`config.mk`:
```
export PLATFORM = sky130hd
export DESIGN_NAME = fp_mult_param
export DESIGN_NICKNAME = d
export VERILOG_FILES = /design/src/rtl/fp_mult_pkg.sv /design/src/rtl/fp_mult_shift_add.sv /design/src/rtl/fp_mult_param.sv
export SDC_FILE = /design/constraint.sdc
export NUM_CORES = 1
export LEC_CHECK = 0
export ABC_AREA = 1
export BUFFER_PORTS_ARGS = -buffer_cell sky130_fd_sc_hd__buf_4
export CAP_MARGIN = 0
export CORE_MARGIN = 2
export CORE_UTILIZATION = 42
export DETAILED_ROUTE_END_ITERATION = 16
export GPL_TIMING_DRIVEN = 0
export PLACE_DENSITY_LB_ADDON = 0.15
export RECOVER_POWER = 50
export SLEW_MARGIN = 10
export SYNTH_ARGS = -nofsm -noshare
export SYNTH_HDL_FRONTEND = slang
export SYNTH_SLANG_ARGS = --single-unit
```
`constraint.sdc`:
```
create_clock -name clk -period 2.2 [get_ports clk]
set_input_delay 0.22 -clock clk [delete_from_list [all_inputs] [get_ports clk]]
set_output_delay 0.22 -clock clk [all_outputs]
set_load 0.01 [all_outputs]
```
`src/rtl/fp_mult_pkg.sv`:
```
// Shared types and operand classification for the parametrised FP multiplier.
package fp_mult_pkg;

    typedef enum logic [2:0] {
        IDLE,
        UNPACK,
        MULT,
        NORM,
        ROUND,
        DONE
    } fp_state_t;

    typedef enum logic [1:0] {
        ZERO,
        NORMAL,
        INF,
        NAN
    } fp_class_t;

    // Denormals classify as ZERO; they are flushed by the datapath.
    function automatic fp_class_t fp_classify(input logic [31:0] exp,
                                              input logic [63:0] man,
                                              input int unsigned exp_w);
        logic [31:0] exp_max;
        fp_class_t   cls;
        exp_max = (32'd1 << exp_w) - 32'd1;
        if (exp == 32'd0) begin
            cls = ZERO;
        end else if (exp == exp_max) begin
            cls = (man == 64'd0) ? INF : NAN;
        end else begin
            cls = NORMAL;
        end
        return cls;
    endfunction

endpackage

```
`src/rtl/fp_mult_shift_add.sv`:
```
// Iterative N x N unsigned shift-add multiplier, one multiplier bit per cycle, LSB first.
module fp_mult_shift_add #(
    parameter int unsigned N = 24
) (
    input  logic           clk,
    input  logic           rst_n,
    input  logic           start,
    input  logic [N-1:0]   a,
    input  logic [N-1:0]   b,
    output logic [2*N-1:0] prod,
    output logic           done_c
);

    localparam int unsigned CNT_W = $clog2(N);

    logic             running;
    logic [CNT_W-1:0] cnt;
    logic [2*N-1:0]   mcand;
    logic [N-1:0]     mplier;

    // High during the cycle whose closing edge folds in the last multiplier bit.
    assign done_c = running && (cnt == CNT_W'(N - 1));

    // The start edge already consumes bit 0, so the counter indexes the next bit.
    always_ff @(posedge clk or negedge rst_n) begin
        if (!rst_n) begin
            running <= 1'b0;
            cnt     <= '0;
            mcand   <= '0;
            mplier  <= '0;
            prod    <= '0;
        end else if (start && !running) begin
            running <= 1'b1;
            cnt     <= CNT_W'(1);
            mcand   <= {{(N-1){1'b0}}, a, 1'b0};
            mplier  <= b >> 1;
            prod    <= b[0] ? {{N{1'b0}}, a} : '0;
        end else if (running) begin
            if (mplier[0]) begin
                prod <= prod + mcand;
            end
            mcand  <= mcand << 1;
            mplier <= mplier >> 1;
            cnt    <= cnt + CNT_W'(1);
            if (done_c) begin
                running <= 1'b0;
            end
        end
    end

endmodule

```
`src/rtl/fp_mult_param.sv`:
```
// Parametrised iterative IEEE-754-style multiplier with start/done handshake and busy.
// Build option: define FP_MULT_RNE_EN for round-to-nearest-even, otherwise truncation.
module fp_mult_param
    import fp_mult_pkg::*;
#(
    parameter int unsigned EXP_W = 8,
    parameter int unsigned MAN_W = 23
) (
    input  logic                   clk,
    input  logic                   rst_n,
    input  logic                   start_i,
    input  logic [EXP_W+MAN_W:0]   a_i,
    input  logic [EXP_W+MAN_W:0]   b_i,
    output logic [EXP_W+MAN_W:0]   product_o,
    output logic                   done_o,
    output logic                   busy_o,
    output logic                   nan_o,
    output logic                   infinit_o,
    output logic                   overflow_o,
    output logic                   underflow_o
);

    localparam int unsigned W       = 1 + EXP_W + MAN_W;
    localparam int unsigned BIAS    = (1 << (EXP_W - 1)) - 1;
    localparam int unsigned EXP_MAX = (1 << EXP_W) - 1;
    localparam int unsigned N       = MAN_W + 1;
    localparam int unsigned EW2     = EXP_W + 2;

    localparam logic [W-1:0]          QNAN     = {1'b0, {EXP_W{1'b1}}, 1'b1, {(MAN_W-1){1'b0}}};
    localparam logic signed [EW2-1:0] BIAS_S   = EW2'(BIAS);
    localparam logic signed [EW2-1:0] EXP_TOP  = EW2'(EXP_MAX);
    localparam logic signed [EW2-1:0] EXP_ZERO = '0;

`ifdef FP_MULT_RNE_EN
    localparam logic RNE_EN = 1'b1;
`else
    localparam logic RNE_EN = 1'b0;
`endif

    fp_state_t state, state_next;

    logic [W-1:0]          a_r, b_r, res_r;
    logic                  sign_r;
    logic signed [EW2-1:0] exp_sum_r;
    logic [N-1:0]          mant_r;
    logic                  g_r, r_r, s_r;
    logic                  nan_r, inf_r, ovf_r, unf_r;

    logic                  mul_start_c, mul_done_c;
    logic [2*N-1:0]        mul_prod;

    logic [EXP_W-1:0]      ea_c, eb_c;
    logic [MAN_W-1:0]      ma_c, mb_c;
    fp_class_t             ca_c, cb_c;
    logic                  sign_c, special_c, nan_case_c, inf_case_c;

    logic [2*N-1:0]        norm_c;
    logic                  round_inc_c;
    logic [N:0]            rnd_sum_c;
    logic [MAN_W-1:0]      frac_c;
    logic signed [EW2-1:0] exp_fin_c;

    // Operand fields and classification from the captured operands.
    assign ea_c   = a_r[W-2 -: EXP_W];
    assign eb_c   = b_r[W-2 -: EXP_W];
    assign ma_c   = a_r[MAN_W-1:0];
    assign mb_c   = b_r[MAN_W-1:0];
    assign sign_c = a_r[W-1] ^ b_r[W-1];
    assign ca_c   = fp_classify(32'(ea_c), 64'(ma_c), EXP_W);
    assign cb_c   = fp_classify(32'(eb_c), 64'(mb_c), EXP_W);

    assign special_c  = (ca_c != NORMAL) || (cb_c != NORMAL);
    assign nan_case_c = (ca_c == NAN) || (cb_c == NAN) ||
                        ((ca_c == INF) && (cb_c == ZERO)) ||
                        ((ca_c == ZERO) && (cb_c == INF));
    assign inf_case_c = (ca_c == INF) || (cb_c == INF);

    // Product is in [1,4): align the leading one to the top bit.
    assign norm_c = mul_prod[2*N-1] ? mul_prod : (mul_prod << 1);

    // A rounding carry only happens from all-ones, so the fraction is zero either way.
    assign round_inc_c = RNE_EN & g_r & (r_r | s_r | mant_r[0]);
    assign rnd_sum_c   = {1'b0, mant_r} + {{N{1'b0}}, round_inc_c};
    assign frac_c      = rnd_sum_c[N] ? rnd_sum_c[N-1:1] : rnd_sum_c[N-2:0];
    assign exp_fin_c   = exp_sum_r + $signed({{(EW2-1){1'b0}}, rnd_sum_c[N]});

    fp_mult_shift_add #(
        .N (N)
    ) u_shift_add (
        .clk    (clk),
        .rst_n  (rst_n),
        .start  (mul_start_c),
        .a      ({1'b1, ma_c}),
        .b      ({1'b1, mb_c}),
        .prod   (mul_prod),
        .done_c (mul_done_c)
    );

    always_ff @(posedge clk or negedge rst_n) begin
        if (!rst_n) begin
            state <= IDLE;
        end else begin
            state <= state_next;
        end
    end

    always_comb begin
        state_next  = state;
        mul_start_c = 1'b0;
        case (state)
            IDLE: begin
                if (start_i) begin
                    state_next = UNPACK;
                end
            end
            UNPACK: begin
                if (special_c) begin
                    state_next = DONE;
                end else begin
                    state_next  = MULT;
                    mul_start_c = 1'b1;
                end
            end
            MULT: begin
                if (mul_done_c) begin
                    state_next = NORM;
                end
            end
            NORM:    state_next = ROUND;
            ROUND:   state_next = DONE;
            DONE:    state_next = IDLE;
            default: state_next = IDLE;
        endcase
    end

    // Datapath: each state updates only the registers it owns.
    always_ff @(posedge clk or negedge rst_n) begin
        if (!rst_n) begin
            a_r         <= '0;
            b_r         <= '0;
            res_r       <= '0;
            sign_r      <= 1'b0;
            exp_sum_r   <= '0;
            mant_r      <= '0;
            g_r         <= 1'b0;
            r_r         <= 1'b0;
            s_r         <= 1'b0;
            nan_r       <= 1'b0;
            inf_r       <= 1'b0;
            ovf_r       <= 1'b0;
            unf_r       <= 1'b0;
            product_o   <= '0;
            done_o      <= 1'b0;
            busy_o      <= 1'b0;
            nan_o       <= 1'b0;
            infinit_o   <= 1'b0;
            overflow_o  <= 1'b0;
            underflow_o <= 1'b0;
        end else begin
            done_o <= (state == DONE);
            busy_o <= (state_next != IDLE);
            case (state)
                IDLE: begin
                    if (start_i) begin
                        a_r <= a_i;
                        b_r <= b_i;
                    end
                end
                UNPACK: begin
                    sign_r    <= sign_c;
                    nan_r     <= 1'b0;
                    inf_r     <= 1'b0;
                    ovf_r     <= 1'b0;
                    unf_r     <= 1'b0;
                    exp_sum_r <= $signed({2'b00, ea_c}) + $signed({2'b00, eb_c}) - BIAS_S;
                    if (nan_case_c) begin
                        res_r <= QNAN;
                        nan_r <= 1'b1;
                    end else if (inf_case_c) begin
                        res_r <= {sign_c, {EXP_W{1'b1}}, {MAN_W{1'b0}}};
                        inf_r <= 1'b1;
                    end else begin
                        res_r <= {sign_c, {(W-1){1'b0}}};
                    end
                end
                NORM: begin
                    mant_r    <= norm_c[2*N-1 -: N];
                    g_r       <= norm_c[N-1];
                    r_r       <= norm_c[N-2];
                    s_r       <= |norm_c[N-3:0];
                    exp_sum_r <= exp_sum_r + $signed({{(EW2-1){1'b0}}, mul_prod[2*N-1]});
                end
                ROUND: begin
                    if (exp_fin_c >= EXP_TOP) begin
                        res_r <= {sign_r, {EXP_W{1'b1}}, {MAN_W{1'b0}}};
                        inf_r <= 1'b1;
                        ovf_r <= 1'b1;
                    end else if (exp_fin_c <= EXP_ZERO) begin
                        res_r <= {sign_r, {(W-1){1'b0}}};
                        unf_r <= 1'b1;
                    end else begin
                        res_r <= {sign_r, exp_fin_c[EXP_W-1:0], frac_c};
                    end
                end
                DONE: begin
                    product_o   <= res_r;
                    nan_o       <= nan_r;
                    infinit_o   <= inf_r;
                    overflow_o  <= ovf_r;
                    underflow_o <= unf_r;
                end
                default: begin
                end
            endcase
        end
    end

endmodule
```
# [Yosys cells after proc, flatten, opt, wreduce, memory -nomap -nowiden]
# Index checks and enable logic that the tools add are counted.
# Widths: inputs -> output; s select.
[totals] regBits=301 inputBits=67 word_cells=115
[classes] addsub=5 magnitude_cmp=2 n_eq_ne=17 n_mux=41 bitwise=1 reduce_logical=26
[ops] cell="$mux 48" n=5
[ops] cell="$mux 31" n=3
[ops] cell="$mux 24" n=3
[ops] cell="$pmux 32 s2" n=1
[ops] cell="$add 48x48->48" n=1
[ops] cell="$mux 47" n=1
[ops] cell="$logic_not 23->1" n=2
[ops] cell="$mux 32" n=1
[ops] cell="$pmux 10 s2" n=1
[ops] cell="$eq 8x8->1 const B" n=2
[ops] cell="$logic_not 8->1" n=2
[ops] cell="$pmux 3 s5" n=1
[ops] cell="$mux 1" n=13
[ops] cell="$add 10x2->10" n=1
[ops] cell="$ge 10x9->1 const B" n=1
[ops] cell="$le 10x1->1 const B" n=1
[ops] cell="$mux 5" n=2
[ops] cell="$sub 9x7->10 const B" n=1
[ops] cell="$add 8x8->9" n=1
[ops] cell="$mux 3" n=3
[ops] cell="$eq 2x2->1 const B" n=4
[ops] cell="$mux 2" n=4
[ops] cell="$reduce_bool 2->1" n=4
[ops] cell="$eq 3x2->1 const B" n=2
[ops] cell="16 further kinds" n=32

# [Depth between registers and ports, before layout]
# Gate-level depths: netlist of the first run.
[logic_depth] depth_word=11 depth_mapped=15 ltp_nobuf=15

# [Modules after synthesis]
# A second synthesis of the first run with hierarchy kept.
[unflattened] hier_cells=2299 area_unflattened_um2=17182.7
[by_module_without_submodules] module="fp_mult_shift_add" instances=1 cells_each=1415 area_per_inst_um2=9238.9
[by_module_without_submodules] module="fp_mult_param" instances=1 cells_each=884 area_per_inst_um2=7943.9

# [Worst setup path before layout of the first run]
# Ideal clock, no wire load.
[synth_path] path_kind="reg2reg" start="reg a_r[24]" end="reg exp_sum_r[9]" setup_time_ps=65 arrival_time_ps=2000 slack_ps=135 stages_incl_launch_ff=14 path_buffers=0 synth_period_minus_slack_ps=2065 cell_sequence="dfrtp_1 -> ha_1 -> ha_1 -> fa_1 -> nand3_1 -> nand3_1 -> nand2_1 -> nand2_1 -> a21oi_1 -> nand2b_1 -> nand3_1 -> nand2_1 -> nand2_1 -> nand2_1"
[synth_between] elab_chain_cells=3
[synth_lines] element="start: declaration" line_no="fp_mult_param.sv:42" rtl="logic [W-1:0] a_r, b_r, res_r;"
[synth_lines] element="start signal: assignment" line_no="fp_mult_param.sv:165" rtl="a_r <= a_i;"
[synth_lines] element="$add 8x8->9" line_no="fp_mult_param.sv:175" rtl="exp_sum_r <= $signed({2'b00, ea_c}) + $signed({2'b00, eb_c}) - BIAS_S;"
[synth_lines] element="$sub 9x7->10" line_no="fp_mult_param.sv:175"
[synth_lines] element="$pmux 10 s2" line_no="fp_mult_param.sv:162" rtl="case (state)"
[synth_lines] element="end signal: assignment" line_no="fp_mult_param.sv:175"
[synth_lines] element="end signal: assignment" line_no="fp_mult_param.sv:191" rtl="exp_sum_r <= exp_sum_r + $signed({{(EW2-1){1'b0}}, mul_prod[2*N-1]});"
[synth_lines] element="end: declaration" line_no="fp_mult_param.sv:44" rtl="logic signed [EW2-1:0] exp_sum_r;"
# No other way between the ends.
# A chain may end at the register's enable or synchronous reset.

# [Worst setup path after layout of the first run]
[layout_path] start="reg b_r[24]" end="reg exp_sum_r[7]"
[layout_between] elab_chain_cells=3
[layout_lines] element="start: declaration" line_no="fp_mult_param.sv:42"
[layout_lines] element="start signal: assignment" line_no="fp_mult_param.sv:166" rtl="b_r <= b_i;"
[layout_lines] element="$add 8x8->9" line_no="fp_mult_param.sv:175"
[layout_lines] element="$sub 9x7->10" line_no="fp_mult_param.sv:175"
[layout_lines] element="$pmux 10 s2" line_no="fp_mult_param.sv:162"
# No other way between the ends.

==> qor.csv, run 1 <==
stage,metric,value,unit
critical_path,cp_cell_sequence,ha_4 > ha_4 > fa_2 > nand3_2 > nand3_2 > nand2_2 > nand2_2 > a21oi_2 > nand2b_4 > nand3_1 > a22oi_1,
cells_and_area,fill_cells,3903,
clocking,cts_tree,done,
grt,grt-ovfl-total,0,
min_path,hold_path.class,in2async,
route,ant_nets,0,
route,drcViolationCount,0,
route,vias_per_cell,5.011,
logic_synthesis,synth.distinct_cells,50,
critical_path,reg2reg_to,exp_sum_r[7],
clocking,cts_root_buf,clkbuf_16,
placement,placedCellCount,2843,
clocking,clkSlewWorstSetupHoldPaths,0.06,ns
critical_path,worst_ep_arrival_time,2.61,ns
critical_path,path_depth,11,
clocking,numCtsBuffers,35,
logic_synthesis,syn_area_per_cell,7.563,sq um
pwr,switchingPower,0.01476,W
logic_synthesis,synthesis.instances,2212,
route,drt_iter0_drc,841,
clocking,insertion_delay,0.56,ns
pwr,comb_power_share,0.522,
timing,rsz0062_at_grt,yes,
pwr,leakage,10.23,nW
logic_synthesis,ys_seq_area_frac,0.4457,
cells_and_area,antennaDiodeCount,0,
placement,gp_congestion,0.9456,
logic_synthesis,syn_area,0.01673,sq mm
logic_synthesis,synth-edff-count,0,
pwr,p_total,0.03266,W
floorplanning,start_util,0.4230,
pwr,clkPwrFrac,0.182,
cells_and_area,final_area,0.02073,sq mm
critical_path,r2r-start,b_r[24],
timing,fin_worst_skew,0.03089,ns
timing,timing.final.crit_share,0.9754,
critical_path,cpMaxStageDelayCell,dfrtp_2,
floorplanning,die_y,203.6,um
cells_and_area,area_delta_synth_final,23.93,%
critical_path,cp.required,2.66,ns
flow_run,drv_cap,0,
critical_path,crit_path_end,exp_sum_r[7],
route,drt_wl_total,48.83,mm
pwr,netSwitchingFraction,0.4519,
placement,placed_cell_area,0.01823,sq mm
pwr,seq_power_share,0.296,
critical_path,worstSetupPathType,reg2reg,
timing,worstMarginPinSlew,0.7471,ns
grt,grt_antenna_before_repair,1,
critical_path,ff2ff_path_depth,11,
floorplanning,die_w,203.6,um
critical_path,worstPathMaxFanout,2,
clocking,clock_path_buffers,3,
outcome,status,finished clean,
cells_and_area,finalNonFillerCells,2976,
pwr,internal_power,0.01790,W
timing,max_freq,466.0,MHz
clocking,htree_num_levels,2,
critical_path,crit_start,b_r[24],
floorplanning,rows,73,
timing,hold_violations,0,
timing,final.setup.tns,0,ns
logic_synthesis,ys_async_sr_fraction,1.000,
timing,slew_violations,0,
timing,slew_headroom,0.5020,
grt,grtUsageTotal,0.2376,
logic_synthesis,ys_ff_latch,298,
timing,period_needed,2.146,ns
cells_and_area,finalNetCount,2562,
critical_path,reg2reg_slack,0.05,ns
grt,grt_first_pass_wirelength,77.58,mm
logic_synthesis,synthFlopType,dfrtp_1,
route,firstDrtPassIters,7,
pwr,peakVddDrop,0.6327,mV
critical_path,start_kind,flop,
clocking,clock-sinks,298,
timing,fin_hold_ws,0.2760,ns
floorplanning,dieArea,0.04144,sq mm
logic_synthesis,synth_nets,2345,
placement,dp_hpwl,36.65,mm
route,wl_per_cell,16.41,um
placement,io_buffers,104,
floorplanning,core_area,0.03955,sq mm
route,vias,14914,
floorplanning,ios,105,
critical_path,end_kind,flop,
grt,first_global_vias,14631,
critical_path,worst-path-buf-inv,0,
critical_path,path_delay_family,adder cells,
logic_synthesis,synth.yosys.warnings,0,
timing,setup_viol,0,
critical_path,cpPeakStageDelay,0.44,ns
cells_and_area,drive_above_1_share,0.1379,
grt,grt_max_degree,105,
pwr,p_per_area,1575,mW/mm^2
==> synthesized netlist by cell type, drive strengths merged (3+ instances only) <==
cell type  number  area share
nand2         653        0.15
inv           376       0.085
dfrtp         298        0.45
nor2          203       0.049
nand3         118       0.036
o21ai         101       0.030
a21oi          95       0.029
ha             64       0.048
o22ai          50       0.019
buf            40       0.013
o211ai         36       0.016
mux2           30       0.020
clkbuf         25      0.0056
o221ai         25       0.013
nand4          19      0.0071
xor2           18      0.0094
nand3b         17      0.0076
nor3           11      0.0040
o21bai          7      0.0031
and2            4      0.0016
o21a            4      0.0022
nor4            3      0.0011
or2             3      0.0011
==> how the worst min path moves through the flow <==
stage	endpoint	slack [ns]	startpoint	cells after the start
floorplan	a_r[0]	-0.08	rst_n	0
global placement	b_r[5]	0.45	b_i[5]	2
detailed placement	product_o[28]	0.29	rst_n	1
CTS	product_o[28]	0.31	rst_n	2
global route	product_o[28]	0.33	rst_n	2
finish	product_o[29]	0.28	rst_n	2
==> flip-flops by register name (all words and copies together) (netlist names), 3 cells and up <==
register / count
u_shift_add.mcand: 47
u_shift_add.prod: 47
a_r: 32
b_r: 32
product_o: 32
res_r: 32
mant_r: 23
u_shift_add.mplier: 23
exp_sum_r: 10
u_shift_add.cnt: 5
state: 3
==> what timing repair did <==
action | CTS | global route
hold buffers | 66 | 0
endpoints found under the hold margin | 160 | 0
resized for setup | 28 | 133
endpoints found under the setup margin | 29 | 103
pin swaps | 3 | 9
buffers inserted | 3 | 5
==> power groups by stage <==
| stage | logic (W) | clock network (W) | registers, W |
|---|---|---|---|
| floorplan | 0.0108 | 0 | 0.00916 |
| global placement | 0.0150 | 0 | 0.00947 |
| detailed placement | 0.0152 | 0 | 0.00954 |
| CTS | 0.0157 | 0.00606 | 0.00947 |
| global route | 0.0192 | 0.00630 | 0.00997 |
| finish | 0.0171 | 0.00594 | 0.00967 |
==> cells by family (layout without fill, tap and decap cells) <==
family | count (synthesis) | after routing | synth area share
and+or+nand+nor | 1032 | 1032 | 0.2551
AOI/OAI and AO/OA | 325 | 325 | 0.1158
xor gates and xnor gates | 19 | 19 | 0.009947
DFF | 298 | 298 | 0.4457
buffers and inverters | 442 | 681 | 0.1029
muxes | 30 | 30 | 0.02019
adders and majority gates | 66 | 66 | 0.05026
==> layout by cell type (no fill, tap or decap), types with 25 or more instances in the layout <==
master,n
nand2_1,624
inv_1,366
dfrtp_1,296
nor2_1,174
nand3_1,96
o21ai_0,96
a21oi_1,86
clkbuf_1,75
buf_4,75
dlygate4sd3_1,66
o22ai_1,50
o211ai_1,36
clkbuf_16,35
mux2_2,30
ha_1,30
ha_4,30
nand2_2,26
o221ai_1,25
==> routing by layer <==
layer	vias up	track usage	wire length, um	share of wire
li1	7498	-	-	-
met1	7044	0.3084	22160	0.45
met2	304	0.4061	23440	0.48
met3	66	0.04091	2020	0.041
met4	2	0.07065	1199	0.025
met5	-	0	13	0.00027
==> final cells by class <==
type	count	area [sq um]	share of cell area
plain buffers	65	322.8	0.01557
clock buffers	52	1020	0.04918
clock inverters	7	152.6	0.007362
inverters	377	1423	0.06861
multi-input cells	1472	8278	0.3993
flip-flops and latches	298	7460	0.3598
well taps	525	656.9	0.03168
repair buffers	180	1421	0.06855
==> through the flow <==
step | util | setup WS, ns
final | 0.5242 | 0.05402
after CTS | 0.5111 | 0.005422
after floorplan | - | 0.1352
after global placement | 0.4594 | -1.766
after detailed placement | 0.4609 | -0.3245
after global routing | 0.5242 | -0.08753
Power figures use the tool's default switching activity.
==> run 2, diff against run 1 <==
--- a/config.mk
+++ b/config.mk
@@ -9,7 +9,7 @@
 export BUFFER_PORTS_ARGS = -buffer_cell sky130_fd_sc_hd__buf_4
 export CAP_MARGIN = 0
 export CORE_MARGIN = 2
-export CORE_UTILIZATION = 42
+export CORE_UTILIZATION = 29
 export DETAILED_ROUTE_END_ITERATION = 16
 export GPL_TIMING_DRIVEN = 0
 export PLACE_DENSITY_LB_ADDON = 0.15
==> qor.csv, run 2 (same netlist as run 1, synthesis figures left out) <==
stage,metric,value,unit,change
outcome,status,finished clean,,unchanged
timing,setup_viol,0,,unchanged
clocking,numCtsBuffers,36,,was 35
critical_path,worstSetupPathType,reg2reg,,unchanged
clocking,clock-sinks,298,,unchanged
floorplanning,core_area,0.05737,sq mm,was 0.03955 sq mm
timing,slew_violations,0,,unchanged
critical_path,worst_ep_arrival_time,2.56,ns,was 2.61 ns
flow_run,drv_cap,0,,unchanged
placement,gp_congestion,0.9115,,was 0.9456
route,vias,14923,,"was 14,914"
clocking,cts_tree,done,,unchanged
timing,period_needed,2.130,ns,was 2.146 ns
timing,final.setup.tns,0,ns,unchanged
route,wl_per_cell,16.20,um,was 16.41 um
floorplanning,die_w,244.2,um,was 203.6 um
route,drt_wl_total,52.25,mm,was 48.83 mm
grt,grt_first_pass_wirelength,83.33,mm,was 77.58 mm
cells_and_area,drive_above_1_share,0.1516,,was 0.1379
min_path,hold_path.class,in2async,,unchanged
cells_and_area,final_cell_mix,"nand2_1 (621), inv_1 (363), dfrtp_1 (294), nor2_1 (169), nand3_1 (100)",,"was nand2_1 (624), inv_1 (366), dfrtp_1 (296), nor2_1 (174)"
critical_path,worstPathMaxFanout,4,,was 2
timing,fin_hold_ws,0.1752,ns,was 0.2760 ns
critical_path,start_kind,flop,,unchanged
grt,grt_antenna_before_repair,0,,was 1
grt,grt-ovfl-total,0,,unchanged
critical_path,crit_start,u_shift_add.prod[1],,was b_r[24]
critical_path,reg2reg_to,u_shift_add.prod[37],,was exp_sum_r[7]
timing,slew_headroom,0.4127,,was 0.5020
placement,placed_cell_area,0.01856,sq mm,was 0.01823 sq mm
pwr,p_per_area,1558,mW/mm^2,was 1575 mW/mm^2
clocking,clkSlewWorstSetupHoldPaths,0.06,ns,about the same
floorplanning,ios,105,,unchanged
cells_and_area,top_regs,"u_shift_add.mcand: 47 flops, u_shift_add.prod: 47 flops",,unchanged
clocking,insertion_delay,0.55,ns,was 0.56 ns
timing,hold_violations,0,,unchanged
critical_path,end_kind,flop,,unchanged
critical_path,ff2ff_path_depth,12,,was 11
cells_and_area,antennaDiodeCount,0,,unchanged
timing,fin_worst_skew,0.03588,ns,was 0.03089 ns
floorplanning,die_y,244.2,um,was 203.6 um
critical_path,reg2reg_slack,0.07,ns,was 0.05 ns
critical_path,cp.required,2.63,ns,was 2.66 ns
critical_path,crit_path_end,u_shift_add.prod[37],,was exp_sum_r[7]
cells_and_area,finalNetCount,2570,,"was 2,562"
placement,io_buffers,104,,unchanged
route,firstDrtPassIters,5,,was 7
grt,grt_max_degree,92,,was 105
cells_and_area,final_common_cell,nand2_1,,unchanged
grt,grtUsageTotal,0.1764,,was 0.2376
route,ant_nets,0,,unchanged
clocking,cts_root_buf,clkbuf_16,,unchanged
placement,dp_hpwl,40.25,mm,was 36.65 mm
pwr,leakage,10.24,nW,was 10.23 nW
route,vias_per_cell,4.626,,was 5.011
floorplanning,start_util,0.2916,,was 0.4230
floorplanning,rows,88,,was 73
grt,first_global_vias,15057,,"was 14,631"
critical_path,r2r-start,u_shift_add.prod[1],,was b_r[24]
cells_and_area,final_area,0.02126,sq mm,was 0.02073 sq mm
timing,worstMarginPinSlew,0.8810,ns,was 0.7471 ns
cells_and_area,area_delta_synth_final,27.10,%,was 23.93%
route,drcViolationCount,0,,unchanged
route,drt_iter0_drc,869,,was 841
pwr,peakVddDrop,0.5241,mV,was 0.6327 mV
clocking,htree_num_levels,2,,unchanged
clocking,clock_path_buffers,3,,unchanged
timing,max_freq,469.5,MHz,was 466.0 MHz
timing,timing.final.crit_share,0.9682,,was 0.9754
timing,rsz0062_at_grt,yes,,unchanged
floorplanning,dieArea,0.05963,sq mm,was 0.04144 sq mm
-- run 2: cell types whose count changed in the layout (fill, tap and decap cells not counted), moves of 4 or more --
cell,previous run,this run
buf_2,18,22
ha_4,30,41
nand3_2,18,13
ha_1,30,16
buf_4,75,80
nor2_1,174,169
nor2_4,4,8
nand3_1,96,100
-- run 2: what timing repair did --
item | in CTS | in global routing
buffers inserted | 4 | 9
hold buffers | 66 | 0
pin swaps | 2 | 12
cloned | 0 | 1
resized for setup | 40 | 158
endpoints found under the hold margin | 120 | 0
setup endpoints to repair | 32 | 121
-- run 2: layout make-up --
class	count	area (sq um)
buffer	65	341.6
clock buffer	57	1082
clock inverter	5	65.06
fill	6033	36100
timing repair buffer	186	1466
tap	765	957.2
sequential	298	7462
inverter	377	1423
multi-input combinational	1473	8467
-- run 2: how the worst min path moves through the flow --
| stage | from | endpoint | cells after the start |
|---|---|---|---|
| finish | rst_n | product_o[25] | 2 |
| global route | rst_n | product_o[25] | 2 |
| CTS | rst_n | product_o[25] | 2 |
| detailed placement | rst_n | product_o[25] | 1 |
| global placement | b_i[6] | b_r[6] | 2 |
| floorplan | rst_n | a_r[0] | 0 |
-- run 2: stage by stage --
step	util	std cells	worst slack (ns)	power [W]
floorplan	-	2212	0.1352	0.01996
global route	0.3707	3226	-0.06950	0.03615
global placement	0.3219	3081	-1.925	0.02494
CTS	0.3582	3216	0.0007647	0.03157
finish	0.3707	3226	0.07001	0.03312
detailed placement	0.3235	3084	-0.4298	0.02513
-- run 2: worst max-delay path: stages (launching register included) --
cell and delay, ns:
dfrtp_1 0.38, ha_2 0.21, fa_2 0.41, nand3_1 0.11
nand3_2 0.13, nand3_2 0.11, nand3_4 0.15, nand2_2 0.11
nand2_2 0.08, nand2_2 0.10, nand3b_1 0.08, nand3_1 0.10
nand2_1 0.06
-- run 2: layer usage --
| layer | vias up | wire length [um] | track usage |
|---|---|---|---|
| li1 | 7522 | - | - |
| met1 | 7065 | 24640 | 0.2397 |
| met2 | 268 | 24640 | 0.2950 |
| met3 | 68 | 1845 | 0.02239 |
| met4 | 0 | 1131 | 0.04770 |
| met5 | - | 0 | 0 |
-- run 2: power by group --
part           switching [W]  internal (W)
Sequential           0.00189       0.00789
Combinational         0.0108       0.00672
Clock                0.00233       0.00349
==> run 3, diff against run 2 <==
--- a/config.mk
+++ b/config.mk
@@ -9,7 +9,7 @@
 export BUFFER_PORTS_ARGS = -buffer_cell sky130_fd_sc_hd__buf_4
 export CAP_MARGIN = 0
 export CORE_MARGIN = 2
-export CORE_UTILIZATION = 29
+export CORE_UTILIZATION = 40
 export DETAILED_ROUTE_END_ITERATION = 16
 export GPL_TIMING_DRIVEN = 0
 export PLACE_DENSITY_LB_ADDON = 0.15
@@ -17,4 +17,5 @@
 export SLEW_MARGIN = 10
 export SYNTH_ARGS = -nofsm -noshare
 export SYNTH_HDL_FRONTEND = slang
+export SYNTH_HIERARCHICAL = 1
 export SYNTH_SLANG_ARGS = --single-unit
==> qor.csv, run 3 <==
stage,metric,value,unit,change
timing,period_needed,2.227,ns,was 2.130 ns
placement,io_buffers,104,,unchanged
cells_and_area,area_delta_synth_final,26.57,%,was 27.10%
route,drcViolationCount,0,,unchanged
clocking,insertion_delay,0.54,ns,was 0.55 ns
timing,setup_viol,2,,was 0
floorplanning,ios,105,,unchanged
critical_path,worstPathMaxFanout,6,,was 4
logic_synthesis,syn_area,0.01715,sq mm,was 0.01673 sq mm
pwr,switchingPower,0.01585,W,was 0.01503 W
route,vias_per_cell,5.033,,was 4.626
cells_and_area,drive_above_1_share,0.1881,,was 0.1516
pwr,peakVddDrop,0.6744,mV,was 0.5241 mV
timing,timing.final.crit_share,1.012,,was 0.9682
grt,grt_max_degree,104,,was 92
critical_path,worstSetupPathType,reg2reg,,unchanged
flow_run,drv_cap,0,,unchanged
logic_synthesis,synth.yosys.warnings,6,,was 0
clocking,cts_root_buf,clkbuf_16,,unchanged
floorplanning,die_y,211.1,um,was 244.2 um
critical_path,start_kind,flop,,unchanged
critical_path,worst_ep_arrival_time,2.65,ns,was 2.56 ns
clocking,clkSlewWorstSetupHoldPaths,0.06,ns,about the same
pwr,internal_power,0.01860,W,was 0.01809 W
cells_and_area,top_regs,"u_shift_add/mcand: 47 flops, u_shift_add/prod: 47 flops",,"was u_shift_add.mcand: 47 flops, u_shift_add.prod: 47 flops"
logic_synthesis,synthesis.instances,2296,,"was 2,212"
clocking,numCtsBuffers,35,,was 36
critical_path,cp.required,2.62,ns,was 2.63 ns
floorplanning,die_w,211.1,um,was 244.2 um
clocking,clock_path_buffers,3,,unchanged
placement,dp_hpwl,39.42,mm,was 40.25 mm
placement,post-place-ws,-0.8205,ns,was -0.4298 ns
grt,grt_first_pass_wirelength,83.29,mm,was 83.33 mm
clocking,clock-sinks,298,,unchanged
pwr,leakage,10.76,nW,was 10.24 nW
route,drt_iter0_drc,1234,,was 869
route,vias,15742,,"was 14,923"
outcome,status,"complete, but fails checks",,was finished clean
route,drt_wl_total,52.97,mm,was 52.25 mm
timing,hold_violations,0,,unchanged
min_path,hold_path.class,in2async,,unchanged
timing,fin_worst_skew,0.01530,ns,was 0.03588 ns
timing,max_freq,449.0,MHz,was 469.5 MHz
grt,grt_antenna_before_repair,0,,unchanged
timing,slew_violations,0,,unchanged
clocking,htree_num_levels,2,,unchanged
timing,worstMarginPinSlew,1.421,ns,was 0.8810 ns
cells_and_area,final_cell_mix,"nand2_1 (669), inv_1 (378), dfrtp_1 (292), nor2_1 (150), buf_4 (129)",,"was nand2_1 (621), inv_1 (363), dfrtp_1 (294), nor2_1 (169), nand3_1 (100)"
floorplanning,core_area,0.04213,sq mm,was 0.05737 sq mm
floorplanning,dieArea,0.04454,sq mm,was 0.05963 sq mm
placement,gp_congestion,0.9486,,was 0.9115
pwr,seq_power_share,0.282,,was 0.295
timing,rsz0062_at_grt,yes,,unchanged
clocking,cts_tree,done,,unchanged
cells_and_area,final_util,0.5152,,was 0.3707
outcome,violations,setup timing,,
floorplanning,rows,75,,was 88
logic_synthesis,syn_area_per_cell,7.469,sq um,was 7.563 sq um
grt,grt-ovfl-total,0,,unchanged
timing,setup_ws,-0.02695,ns,was 0.07001 ns
pwr,p_per_area,1587,mW/mm^2,was 1558 mW/mm^2
pwr,netSwitchingFraction,0.4601,,was 0.4537
grt,grtUsageTotal,0.2400,,was 0.1764
route,wl_per_cell,16.93,um,was 16.20 um
cells_and_area,multi_input_area,0.008594,sq mm,was 0.008467 sq mm
pwr,comb_power_share,0.544,,was 0.529
floorplanning,start_util,0.4070,,was 0.2916
grt,first_global_vias,15151,,"was 15,057"
cells_and_area,final_common_cell,nand2_1,,unchanged
route,firstDrtPassIters,5,,unchanged
pwr,clkPwrFrac,0.174,,was 0.176
timing,slew_headroom,0.05282,,was 0.4127
cells_and_area,antennaDiodeCount,0,,unchanged
route,ant_nets,0,,unchanged
cells_and_area,finalNetCount,2700,,"was 2,570"
cells_and_area,regArea,0.007465,sq mm,was 0.007462 sq mm
cells_and_area,fill_cells,4027,,"was 6,033"
critical_path,end_kind,flop,,unchanged
-- run 3: layout make-up --
type / instances / area share
clock buffer: 43 / 0.04415
tap: 539 / 0.03107
buffer: 68 / 0.01954
inverter: 404 / 0.07032
sequential: 298 / 0.3439
multi-input combinational: 1526 / 0.3960
clock inverter: 16 / 0.009511
timing repair buffer: 234 / 0.08554
-- run 3: worst paths after layout --
check	endpoint	start	depth (start not counted)	slack, ns
worst max-delay path	u_shift_add/prod[19]	a_r[24]	13	-0.03
worst min-delay path	u_shift_add/prod[43]	rst_n	2	0.12
worst max register to register	u_shift_add/prod[19]	a_r[24]	13	-0.03
worst min register to register	product_o[27]	product_o[27]	2	0.47
max in group asynchronous	res_r[19]	rst_n	3	0.33
min in group clk	a_r[15]	a_i[15]	3	0.45
-- run 3: critical path: stages, from the launching register on --
cell and delay, ns:
dfrtp_1 0.38, buf_4 0.16, nor2_1 0.05, nand4_1 0.14, nand4_1 0.24, nor2_4 0.23, nand2_8 0.09, inv_8 0.08
nor2_4 0.05, buf_12 0.15, buf_12 0.13, buf_12 0.13, a31oi_4 0.18, a21oi_2 0.08
-- run 3: through the flow --
step | power [W] | TNS (ns) | cells | hold slack [ns] | cell area [sq um]
3_5_place_dp | 0.02599 | -71.61 | 2944 | 0.1027 | 18700
6_report | 0.03444 | -0.03197 | 3128 | 0.1157 | 21710
3_3_place_gp | 0.02572 | -630.41 | 2941 | 0.4526 | 18610
4_1_cts | 0.03333 | -0.2316 | 3115 | 0.1163 | 21260
5_1_grt | 0.03712 | -1.499 | 3128 | 0.1496 | 21710
2_1_floorplan | 0.02064 | 0 | 2298 | -0.07559 | 17160
-- run 3: timing repair --
action,CTS,global route
buffers inserted,46,13
hold buffers,66,0
cloned,1,1
endpoints found under the setup margin,122,130
pin swaps,21,37
gates resized for setup,87,140
hold endpoints to repair,292,0
-- run 3: power by group through the flow --
stage               Clock (W)  Combinational [W]  Sequential [W]
floorplan                   0             0.0113         0.00932
global placement            0             0.0159         0.00978
detailed placement          0             0.0162         0.00982
CTS                   0.00612             0.0176         0.00963
global route          0.00633             0.0208          0.0100
finish                0.00600             0.0187         0.00972
-- run 3: layer usage --
layer	wire length (um)	track usage	up-vias	part of all wire
met2	24600	0.3953	405	0.46
met1	24700	0.3296	7431	0.47
met3	2309	0.03167	69	0.044
met5	0	0	-	0
li1	-	-	7837	-
met4	1360	0.07285	0	0.026
